[config.mk]
export PLATFORM = sky130hd
export DESIGN_NAME = ps2_kbd_ctrl
export DESIGN_NICKNAME = d
export VERILOG_FILES = /design/src/rtl/ps2_pkg.sv /design/src/rtl/ps2_clk_filter.sv /design/src/rtl/ps2_kbd_ctrl.sv
export SDC_FILE = /design/constraint.sdc
export NUM_CORES = 1
export LEC_CHECK = 0
export ABC_AREA = 1
export CORE_ASPECT_RATIO = 0.8
export CORE_MARGIN = 5
export CORE_UTILIZATION = 40
export DETAILED_ROUTE_END_ITERATION = 8
export PLACE_DENSITY = 0.58
export SETUP_SLACK_MARGIN = 0.05
export SLEW_MARGIN = 20
export SYNTH_ARGS = -nofsm -noshare
export SYNTH_HDL_FRONTEND = slang
export SYNTH_SLANG_ARGS = --single-unit
[constraint.sdc]
create_clock -name clk -period 4.2 [get_ports clk]
set_clock_uncertainty 0.05 [all_clocks]
set_input_delay 0.84 -clock clk [delete_from_list [all_inputs] [get_ports clk]]
set_output_delay 0.84 -clock clk [all_outputs]
set_load 0.01 [all_outputs]
[src/rtl/ps2_pkg.sv]
// Shared types and constants for the PS/2 keyboard host controller.
package ps2_pkg;

  typedef enum logic [2:0] {
    ST_IDLE      = 3'd0,
    ST_INHIBIT   = 3'd1,
    ST_REQ       = 3'd2,
    ST_SEND      = 3'd3,
    ST_LINEACK   = 3'd4,
    ST_WAIT_RESP = 3'd5,
    ST_ERR       = 3'd6
  } ps2_state_e;

  localparam logic [7:0] PS2_ACK    = 8'hFA;
  localparam logic [7:0] PS2_RESEND = 8'hFE;
  localparam logic [7:0] PS2_BAT    = 8'hAA;

  // 50 MHz system clock: 100 us inhibit, 15 ms per-edge/response timeout
  localparam int DEF_INHIBIT_CYC = 5000;
  localparam int DEF_TIMEOUT_CYC = 750000;
  localparam int DEF_FILTER_LEN  = 32;
  localparam int DEF_MAX_RETRY   = 3;

  function automatic logic odd_parity(input logic [7:0] d);
    return ~^d;
  endfunction

endpackage

[src/rtl/ps2_clk_filter.sv]
// Two-flop synchronizers for the PS/2 lines plus a stability filter on the
// clock line that emits a single-cycle pulse on each filtered falling edge.
module ps2_clk_filter
  import ps2_pkg::*;
#(
  parameter int FILTER_LEN = DEF_FILTER_LEN
) (
  input  logic clk,
  input  logic reset,
  input  logic ps2clk_in,
  input  logic ps2dat_in,
  output logic clk_fall,
  output logic dat_sync
);

  localparam int CW = (FILTER_LEN > 1) ? $clog2(FILTER_LEN) : 1;

  logic          clk_sync_p0;
  logic          clk_sync_p1;
  logic          dat_sync_p0;
  logic          dat_sync_p1;
  logic          clk_filt;
  logic [CW-1:0] stable_cnt;

  // Lines idle high, so the synchronizers and the filtered level reset to 1.
  always_ff @(posedge clk or negedge reset) begin
    if (!reset) begin
      clk_sync_p0 <= 1'b1;
      clk_sync_p1 <= 1'b1;
      dat_sync_p0 <= 1'b1;
      dat_sync_p1 <= 1'b1;
      clk_filt    <= 1'b1;
      clk_fall    <= 1'b0;
      stable_cnt  <= '0;
    end else begin
      clk_sync_p0 <= ps2clk_in;
      clk_sync_p1 <= clk_sync_p0;
      dat_sync_p0 <= ps2dat_in;
      dat_sync_p1 <= dat_sync_p0;
      clk_fall    <= 1'b0;
      // The new level must persist FILTER_LEN consecutive cycles to be taken.
      if (clk_sync_p1 == clk_filt) begin
        stable_cnt <= '0;
      end else if (stable_cnt == CW'(FILTER_LEN - 1)) begin
        clk_filt   <= clk_sync_p1;
        clk_fall   <= ~clk_sync_p1;
        stable_cnt <= '0;
      end else begin
        stable_cnt <= stable_cnt + 1'b1;
      end
    end
  end

  assign dat_sync = dat_sync_p1;

endmodule

[src/rtl/ps2_kbd_ctrl.sv]
// PS/2 keyboard host controller: sends command bytes to the device with
// request-to-send, waits for 0xFA/0xFE, forwards all other received bytes.
// Define PS2_KBD_CTRL_AUTORETRY_EN to retry up to MAX_RETRY times before ERR.
module ps2_kbd_ctrl
  import ps2_pkg::*;
#(
  parameter int INHIBIT_CYC = DEF_INHIBIT_CYC,
  parameter int TIMEOUT_CYC = DEF_TIMEOUT_CYC,
  parameter int FILTER_LEN  = DEF_FILTER_LEN,
  parameter int MAX_RETRY   = DEF_MAX_RETRY
) (
  input  logic       clk,
  input  logic       reset,
  input  logic       ps2clk_in,
  input  logic       ps2dat_in,
  output logic       ps2clk_oe,
  output logic       ps2dat_oe,
  input  logic       cmd_valid,
  input  logic [7:0] cmd_data,
  output logic       cmd_ready,
  input  logic       rx_strobe,
  input  logic [7:0] rx_data,
  output logic       fwd_valid,
  output logic [7:0] fwd_data,
  output logic       busy,
  output logic       ack_ok,
  output logic       err
);

  localparam int TMAX = (TIMEOUT_CYC > INHIBIT_CYC) ? TIMEOUT_CYC : INHIBIT_CYC;
  localparam int TW   = $clog2(TMAX + 1);
  localparam int AW   = $clog2(MAX_RETRY + 1) + 1;

`ifdef PS2_KBD_CTRL_AUTORETRY_EN
  localparam int RETRY_LIMIT = MAX_RETRY;
`else
  localparam int RETRY_LIMIT = 0;
`endif

  function automatic logic [TW-1:0] sat_inc_tmo(input logic [TW-1:0] v);
    return (v == {TW{1'b1}}) ? v : v + 1'b1;
  endfunction

  function automatic logic [AW-1:0] sat_inc_att(input logic [AW-1:0] v);
    return (v == {AW{1'b1}}) ? v : v + 1'b1;
  endfunction

  ps2_state_e    state;
  ps2_state_e    state_n;
  logic [TW-1:0] tmo_cnt;
  logic [AW-1:0] attempts;
  logic [7:0]    tx_byte;
  logic [3:0]    bit_idx;
  logic          dat_drv;
  logic          tx_bit;
  logic          clk_fall;
  logic          dat_sync;
  logic          load_cmd;
  logic          retry_ev;
  logic          retry_ok;
  logic          tmo_hit;
  logic          in_frame;
  logic          rx_is_ack;
  logic          rx_is_resend;
  logic          rx_consumed;
  logic          tmo_clear;

  ps2_clk_filter #(
    .FILTER_LEN (FILTER_LEN)
  ) u_clk_filter (
    .clk       (clk),
    .reset     (reset),
    .ps2clk_in (ps2clk_in),
    .ps2dat_in (ps2dat_in),
    .clk_fall  (clk_fall),
    .dat_sync  (dat_sync)
  );

  assign retry_ok     = (int'(attempts) < RETRY_LIMIT);
  assign tmo_hit      = (tmo_cnt == TW'(TIMEOUT_CYC - 1));
  assign in_frame     = (state == ST_REQ) || (state == ST_SEND);
  assign rx_is_ack    = rx_strobe && (rx_data == PS2_ACK);
  assign rx_is_resend = rx_strobe && (rx_data == PS2_RESEND);
  // 0xFA/0xFE are consumed only as the command response; everything else is passed on.
  assign rx_consumed  = (state == ST_WAIT_RESP) && (rx_is_ack || rx_is_resend);

  always_comb begin
    state_n  = state;
    load_cmd = 1'b0;
    retry_ev = 1'b0;
    case (state)
      ST_IDLE, ST_ERR: begin
        if (cmd_valid) begin
          load_cmd = 1'b1;
          state_n  = ST_INHIBIT;
        end
      end
      ST_INHIBIT: begin
        if (tmo_cnt == TW'(INHIBIT_CYC - 1)) state_n = ST_REQ;
      end
      ST_REQ: begin
        if (clk_fall)     state_n  = ST_SEND;
        else if (tmo_hit) retry_ev = 1'b1;
      end
      ST_SEND: begin
        if (clk_fall) begin
          if (bit_idx == 4'd9) state_n = ST_LINEACK;
        end else if (tmo_hit) begin
          retry_ev = 1'b1;
        end
      end
      ST_LINEACK: begin
        if (clk_fall) begin
          if (!dat_sync) state_n  = ST_WAIT_RESP;
          else           retry_ev = 1'b1;
        end else if (tmo_hit) begin
          retry_ev = 1'b1;
        end
      end
      ST_WAIT_RESP: begin
        if (rx_is_ack)                    state_n  = ST_IDLE;
        else if (rx_is_resend)            retry_ev = 1'b1;
        else if (!rx_strobe && tmo_hit)   retry_ev = 1'b1;
      end
      default: state_n = ST_IDLE;
    endcase
    if (retry_ev) state_n = retry_ok ? ST_INHIBIT : ST_ERR;
  end

  // Frame order after the start bit: data 0-7, odd parity, then released for stop.
  always_comb begin
    tx_bit = 1'b1;
    if (bit_idx < 4'd8)       tx_bit = tx_byte[bit_idx[2:0]];
    else if (bit_idx == 4'd8) tx_bit = odd_parity(tx_byte);
  end

  // Timeout restarts on every state entry, every device clock edge while
  // framing, and every forwarded byte while awaiting the response.
  assign tmo_clear = (state_n != state)
                  || (clk_fall && (in_frame || state == ST_LINEACK))
                  || ((state == ST_WAIT_RESP) && rx_strobe);

  always_ff @(posedge clk or negedge reset) begin
    if (!reset) begin
      state    <= ST_IDLE;
      tmo_cnt  <= '0;
      attempts <= '0;
      bit_idx  <= '0;
      dat_drv  <= 1'b0;
    end else begin
      state   <= state_n;
      tmo_cnt <= tmo_clear ? '0 : sat_inc_tmo(tmo_cnt);
      // A fresh command starts a fresh retry budget; retries keep counting.
      if (load_cmd)                  attempts <= '0;
      else if (retry_ev && retry_ok) attempts <= sat_inc_att(attempts);
      if ((state_n == ST_REQ) && (state != ST_REQ)) begin
        bit_idx <= '0;
        dat_drv <= 1'b1;
      end else if (clk_fall && in_frame) begin
        bit_idx <= bit_idx + 1'b1;
        dat_drv <= ~tx_bit;
      end
    end
  end

  always_ff @(posedge clk) begin
    if (load_cmd) tx_byte <= cmd_data;
  end

  // Receive forwarding stage: one cycle of latency, independent of the transmit FSM.
  always_ff @(posedge clk or negedge reset) begin
    if (!reset) begin
      fwd_valid <= 1'b0;
      fwd_data  <= 8'h00;
      ack_ok    <= 1'b0;
    end else begin
      fwd_valid <= rx_strobe && !rx_consumed;
      if (rx_strobe && !rx_consumed) fwd_data <= rx_data;
      ack_ok    <= (state == ST_WAIT_RESP) && rx_is_ack;
    end
  end

  assign ps2clk_oe = (state == ST_INHIBIT);
  assign ps2dat_oe = dat_drv && in_frame;
  assign cmd_ready = (state == ST_IDLE);
  assign busy      = (state != ST_IDLE) && (state != ST_ERR);
  assign err       = (state == ST_ERR);

endmodule

==> Word-level counts from Yosys, hierarchy flattened <==
Index checks and enable logic that the tools add are counted.
W data, S select, Z words.
{ "word_totals": {"regBits": 57, "latch_bits": 0, "ramBits": 0, "mem_bits_ro": 0, "output_inout_bits": 15, "memories": 0} }
{ "classes": {"add_sub_neg": 3, "mul": 0, "div_mod_pow": 0, "n_lt_le_gt_ge": 2, "n_eq_ne": 20, "n_shift": 0, "mux": 34, "n_bitwise": 3, "n_reduce_logical": 26} }
{ "op_table": {"columns": ["op", "n"], "rows": [
  ["$eq A20 B20 Y1 const B", 2],
  ["$mux W20", 2],
  ["$mux W3", 9],
  ["$add A20 B1 Y20 const B", 1],
  ["$eq A20 B13 Y1 const B", 1],
  ["$pmux W3 S6", 1],
  ["$eq A8 B8 Y1 const B", 2],
  ["$mux W1", 16],
  ["$logic_and A1 B1 Y1", 12],
  ["$mux W5", 2],
  ["$eq A3 B2 Y1 const B", 3],
  ["$eq A3 B3 Y1 const B", 3],
  ["$eq A4 B4 Y1 const B", 2],
  ["$mux W4", 2],
  ["$reduce_xnor A8 Y1", 1],
  ["$add A5 B1 Y5 const B", 1],
  ["$eq A5 B5 Y1 const B", 1],
  ["$logic_or A1 B1 Y1", 5],
  ["$add A4 B1 Y4 const B", 1],
  ["$lt A3 B4 Y1 const B", 1],
  ["$lt A4 B4 Y1 const B", 1],
  ["$reduce_or A2 Y1", 2],
  ["$bmux W1 S3", 1],
  ["$eq A3 B1 Y1 const B", 1],
  ["12 further kinds", 15]
]} }

==> Depth between registers and ports, before layout <==
{ "logic_depth": {"depth_word": 11, "mapped_depth": 16, "depth_no_buf": 14} }

==> Cells and area by module <==
A second synthesis with hierarchy kept.
{ "hier_totals": {"hier_cells": 391, "area_unflattened_um2": 3224.3} }
{ "modules_own_cells": {"columns": ["mod", "instances", "cells_per_inst", "area_per_inst_um2", "seq_area_each_um2"], "rows": [
  ["ps2_kbd_ctrl", 1, 354, 2802.7, 1191.1],
  ["ps2_clk_filter", 1, 37, 421.7, 281.5]
]} }

==> Least setup slack after synthesis <==
OpenSTA, ideal clock, no wires.
{ "synth_path": {"kind": "input to register", "from": "input port cmd_valid", "to": "register tmo_cnt[2]", "setup_ns": 0.069, "arrival_ns": 2.105, "slack_ns": 1.976, "cell_stages": 11, "cell_sequence": "inv_1 > a21oi_1 > a21oi_1 > nand3_2 > nand3_1 > nand2_1 > nand2_1 > nor2_2 > nand2_2 > buf_6 > nor2_2"} }
{ "synth_between": {"elab_chain_cells": 7, "elab_cells_between_ends": 8, "cone_classes": "eq/ne: 2; mux: 4; reduce/logical: 2"} }
{ "synth_lines": {"columns": ["item", "line_no", "source"], "rows": [
  ["start, declared", "ps2_kbd_ctrl.sv:18", "input logic cmd_valid,"],
  ["$mux W3 *", "ps2_kbd_ctrl.sv:93", "if (cmd_valid) begin"],
  ["$pmux W3 S6 *", "ps2_kbd_ctrl.sv:91", "case (state)"],
  ["$mux W3 *", "ps2_kbd_ctrl.sv:127", "if (retry_ev) state_n = retry_ok ? ST_INHIBIT : ST_ERR;"],
  ["$ne A3 B3 Y1 *", "ps2_kbd_ctrl.sv:139", "assign tmo_clear = (state_n != state)"],
  ["$logic_or A1 B1 Y1 *", "ps2_kbd_ctrl.sv:140", "|| (clk_fall && (in_frame || state == ST_LINEACK))"],
  ["$logic_or A1 B1 Y1 *", "ps2_kbd_ctrl.sv:141", "|| ((state == ST_WAIT_RESP) && rx_strobe);"],
  ["$ne A2 B2 Y1 (no source line) / $mux W20 (equally long branches)", null, null],
  ["end signal, assigned", "ps2_kbd_ctrl.sv:152", "tmo_cnt <= tmo_clear ? '0 : sat_inc_tmo(tmo_cnt);"],
  ["end, declared", "ps2_kbd_ctrl.sv:50", "logic [TW-1:0] tmo_cnt;"]
]} }
Every way passes the cells marked *; elsewhere a longest branch is shown, timed or not.
A chain may end at the register's enable or synchronous reset.

==> Final worst setup path <==
{ "layout_path": {"from": "register state[1]", "to": "output port ps2dat_oe"} }
{ "layout_between": {"elab_chain_cells": 3, "elab_cells_between_ends": 4, "cone_classes": "eq/ne: 2; reduce/logical: 2"} }
{ "layout_lines": {"columns": ["item", "line_no", "source"], "rows": [
  ["start, declared", "ps2_kbd_ctrl.sv:48", "ps2_state_e state;"],
  ["start signal, assigned", "ps2_kbd_ctrl.sv:151", "state <= state_n;"],
  ["$eq A3 B2 Y1", "ps2_kbd_ctrl.sv:81", "assign in_frame = (state == ST_REQ) || (state == ST_SEND);"],
  ["$logic_or A1 B1 Y1 *", "ps2_kbd_ctrl.sv:81", null],
  ["$logic_and A1 B1 Y1 *", "ps2_kbd_ctrl.sv:184", "assign ps2dat_oe = dat_drv && in_frame;"],
  ["end, declared", "ps2_kbd_ctrl.sv:17", "output logic ps2dat_oe,"]
]} }
Marks and branches as above.

==> flow_summary.json <==
{
  "syn-num-nets": 437,
  "ys_types": 37,
  "vias": 2716,
  "dp_slack_ns": 1.223,
  "tightest_slew_ns": 0.8970,
  "setup_tns_ns": 0,
  "clk_pin_slew_worst_paths_ns": 0.06,
  "synth_async_sr_flop_share_pct": 85.96,
  "worst_hold_path_type": "reg2reg",
  "final_nets": 482,
  "gp_congestion": 0.8563,
  "hpwl_um": 5357,
  "drive_gt1_share_pct": 15.90,
  "first_pass_iters": 4,
  "viasPerCell": 4.790,
  "drc": 0,
  "overflow": 0,
  "cts_buffer_depth": 2,
  "fp.dieH_um": 90.69,
  "cts_setup_buffers": 0,
  "wl_um": 6983,
  "cts_tree": "done",
  "p_clk_share_pct": 27.6,
  "synth_ff_type": "dfrtp_1",
  "ant_nets": 0,
  "fin_crit_ns": 2.857,
  "crit_path_start_kind": "flip-flop",
  "h-tree-depth": 3,
  "p_int_uw": 1005,
  "rows": 29,
  "crit_top_cell": "nor2_1",
  "drv_cap": 0,
  "finalMaxSlewViolations": 0,
  "cts_hold_buf": 0,
  "dp_cells": 551,
  "total_power_uw": 1575,
  "grt_setup_unrepaired": "false",
  "worstPathCellList": "inv_2, nor2_1, inv_1, nor2_1, clkdlybuf4s50_1",
  "seq_area_frac_synth_pct": 45.23,
  "cp.arrival_ns": 1.97,
  "critPathMaxFanout": 8,
  "critPathKind": "reg2out",
  "clkLatencyLatePin_ns": 0.33,
  "max_freq_ghz": 0.3500,
  "powerDensity_nw_per_um2": 405.0,
  "final_common_cell": "nand2_1",
  "grt_start_max_net_pins": 40,
  "slew_headroom_pct": 40.20,
  "slowest_stage": "clkdlybuf4s50_1",
  "swShare_pct": 36.19,
  "synth.yosys.warnings": 0,
  "first_iter_violations": 176,
  "wl_per_cell_um": 12.32,
  "coreArea_um2": 7946,
  "netlist_instances": 409,
  "synth_edf_count": 8,
  "grt_pass1_vias": 2437,
  "grtUsageTotal_pct": 14.57,
  "outcome": "complete, no violations",
  "io_pins": 37,
  "cts_num_sinks": 57,
  "period_share_pct": 68.03,
  "final_core_util_pct": 48.94,
  "hold_viol": 0,
  "crit_required_ns": 3.31,
  "p_leak_uw": 0.001768,
  "syn_area_um2": 3256,
  "syn_avg_cell_area_um2": 7.960,
  "stdcell_count": 567,
  "synth-seq-cells": 57,
  "whs_path_depth": 0,
  "comb_power_share_pct": 30.3,
  "final_cell_mix": "96 x nand2_1, 56 x inv_1, 44 x nor2_1, 44 x dfrtp_1, 35 x clkdlybuf4s50_1",
  "p_sw_uw": 570.0,
  "ff2ff_path_depth": 11,
  "diodes": 0,
  "root_buffer": "clkbuf_8",
  "ir_drop_mv": 0.2538,
  "finalSetupViolations": 0,
  "area_growth_pct": 19.45,
  "critPathMaxStageDelay_ns": 0.54,
  "antenna_found_initial": 0,
  "die_area_um2": 10050,
  "layout_setup_ws_ns": 1.343,
  "end_kind": "output pin",
  "seq_power_share_pct": 42.1,
  "place.port_buffers": 36,
  "post_cts_resized": 0,
  "cts_made_buffers": 9,
  "die_w_um": 110.9,
  "initial_core_util_pct": 40.97,
  "grt_pass1_wl_um": 11930
}
## kinds of logic (layout without fill, tap and decap cells)
| family | count (synthesis) | count (layout) | share of synthesized area, % |
|---|---|---|---|
| AOI/OAI and AO/OA | 25 | 25 | 4.535 |
| xor gates and xnor gates | 18 | 18 | 4.843 |
| adders and majority gates | 6 | 6 | 2.306 |
| buffers and inverters | 66 | 116 | 8.378 |
| DFF | 57 | 57 | 45.23 |
| and+or+nand+nor | 237 | 237 | 34.70 |
## critical path: cells and delay by family (launching register included)
kind	cells	cell delay [ns]
buffers and inverters	3	0.78
AND/OR/NAND/NOR	2	0.33
flip-flops	1	0.53
## cells in the mapped netlist, types with 2 or more instances
cell      number  area share, %
or2_2          2           0.38
nor3_1         4           0.61
o21ai_0       11            1.7
a21oi_1        6           0.92
edfxtp_1       8            7.4
ha_1           6            2.3
nor3_2         2           0.61
nand3_2        5            1.5
nand2_2        5           0.96
o21bai_1       2           0.46
nand2_1       96             11
xor2_1         9            2.4
nand4_1       11            2.1
dfstp_2        5            4.0
nor2_2        27            5.2
inv_1         56            6.5
inv_2          4           0.46
nor2_1        44            5.1
nand3_1       33            5.1
nor4_1         2           0.38
dfrtp_1       44             34
a21oi_2        2           0.54
buf_6          3            1.0
xnor2_1        9            2.4
## per-layer routing
metal / vias to the layer above / routed length [µm] / GRT usage [%]
li1: 1383 / - / -
met1: 1264 / 3500 / 20.73
met2: 57 / 3038 / 21.21
met3: 12 / 320 / 3.684
met4: 0 / 124 / 5.538
met5: - / 0 / 0
## cell type report
| type | instances | area, µm² |
|---|---|---|
| tap | 108 | 135.1 |
| multi-input combinational | 286 | 1510 |
| clock inverter | 4 | 20.02 |
| inverter | 62 | 235.2 |
| fill | 792 | 4058 |
| timing repair buffer | 38 | 370.4 |
| clock buffer | 12 | 145.1 |
| sequential | 57 | 1473 |
## power groups by stage
stage / sequential, µW / combinational (µW) / clock (µW)
6_report: 663 / 478 / 434
5_1_grt: 672 / 528 / 482
4_1_cts: 664 / 489 / 454
3_5_place_dp: 673 / 488 / 0
3_3_place_gp: 673 / 488 / 0
2_1_floorplan: 659 / 398 / 0
## metrics by stage
step	instance area (µm²)	hold WS, ns
global route	3889	0.3151
global placement	3724	0.2969
CTS	3889	0.3089
finish	3889	0.3077
floorplan	3256	0.2952
detailed placement	3724	0.3009
## state kept, by name, summed over array words and instances, names as in the netlist, 3 cells and up
name / flops
fwd_data: 8
tmo_cnt: 20
bit_idx: 4
state: 3
u_clk_filter.stable_cnt: 5
tx_byte: 8
## path summary, 6_finish.rpt
check / start / end / slack [ns]
max: state[1] / ps2dat_oe / 1.34
min in group asynchronous: reset / tmo_cnt[1] / 0.58
max reg2reg: tmo_cnt[0] / tmo_cnt[12] / 1.74
min reg2reg: u_clk_filter.dat_sync_p0 / u_clk_filter.dat_sync / 0.31
min: u_clk_filter.dat_sync_p0 / u_clk_filter.dat_sync / 0.31
max in group asynchronous: reset / u_clk_filter.dat_sync / 2.73
(Power assumes the default switching activity.)
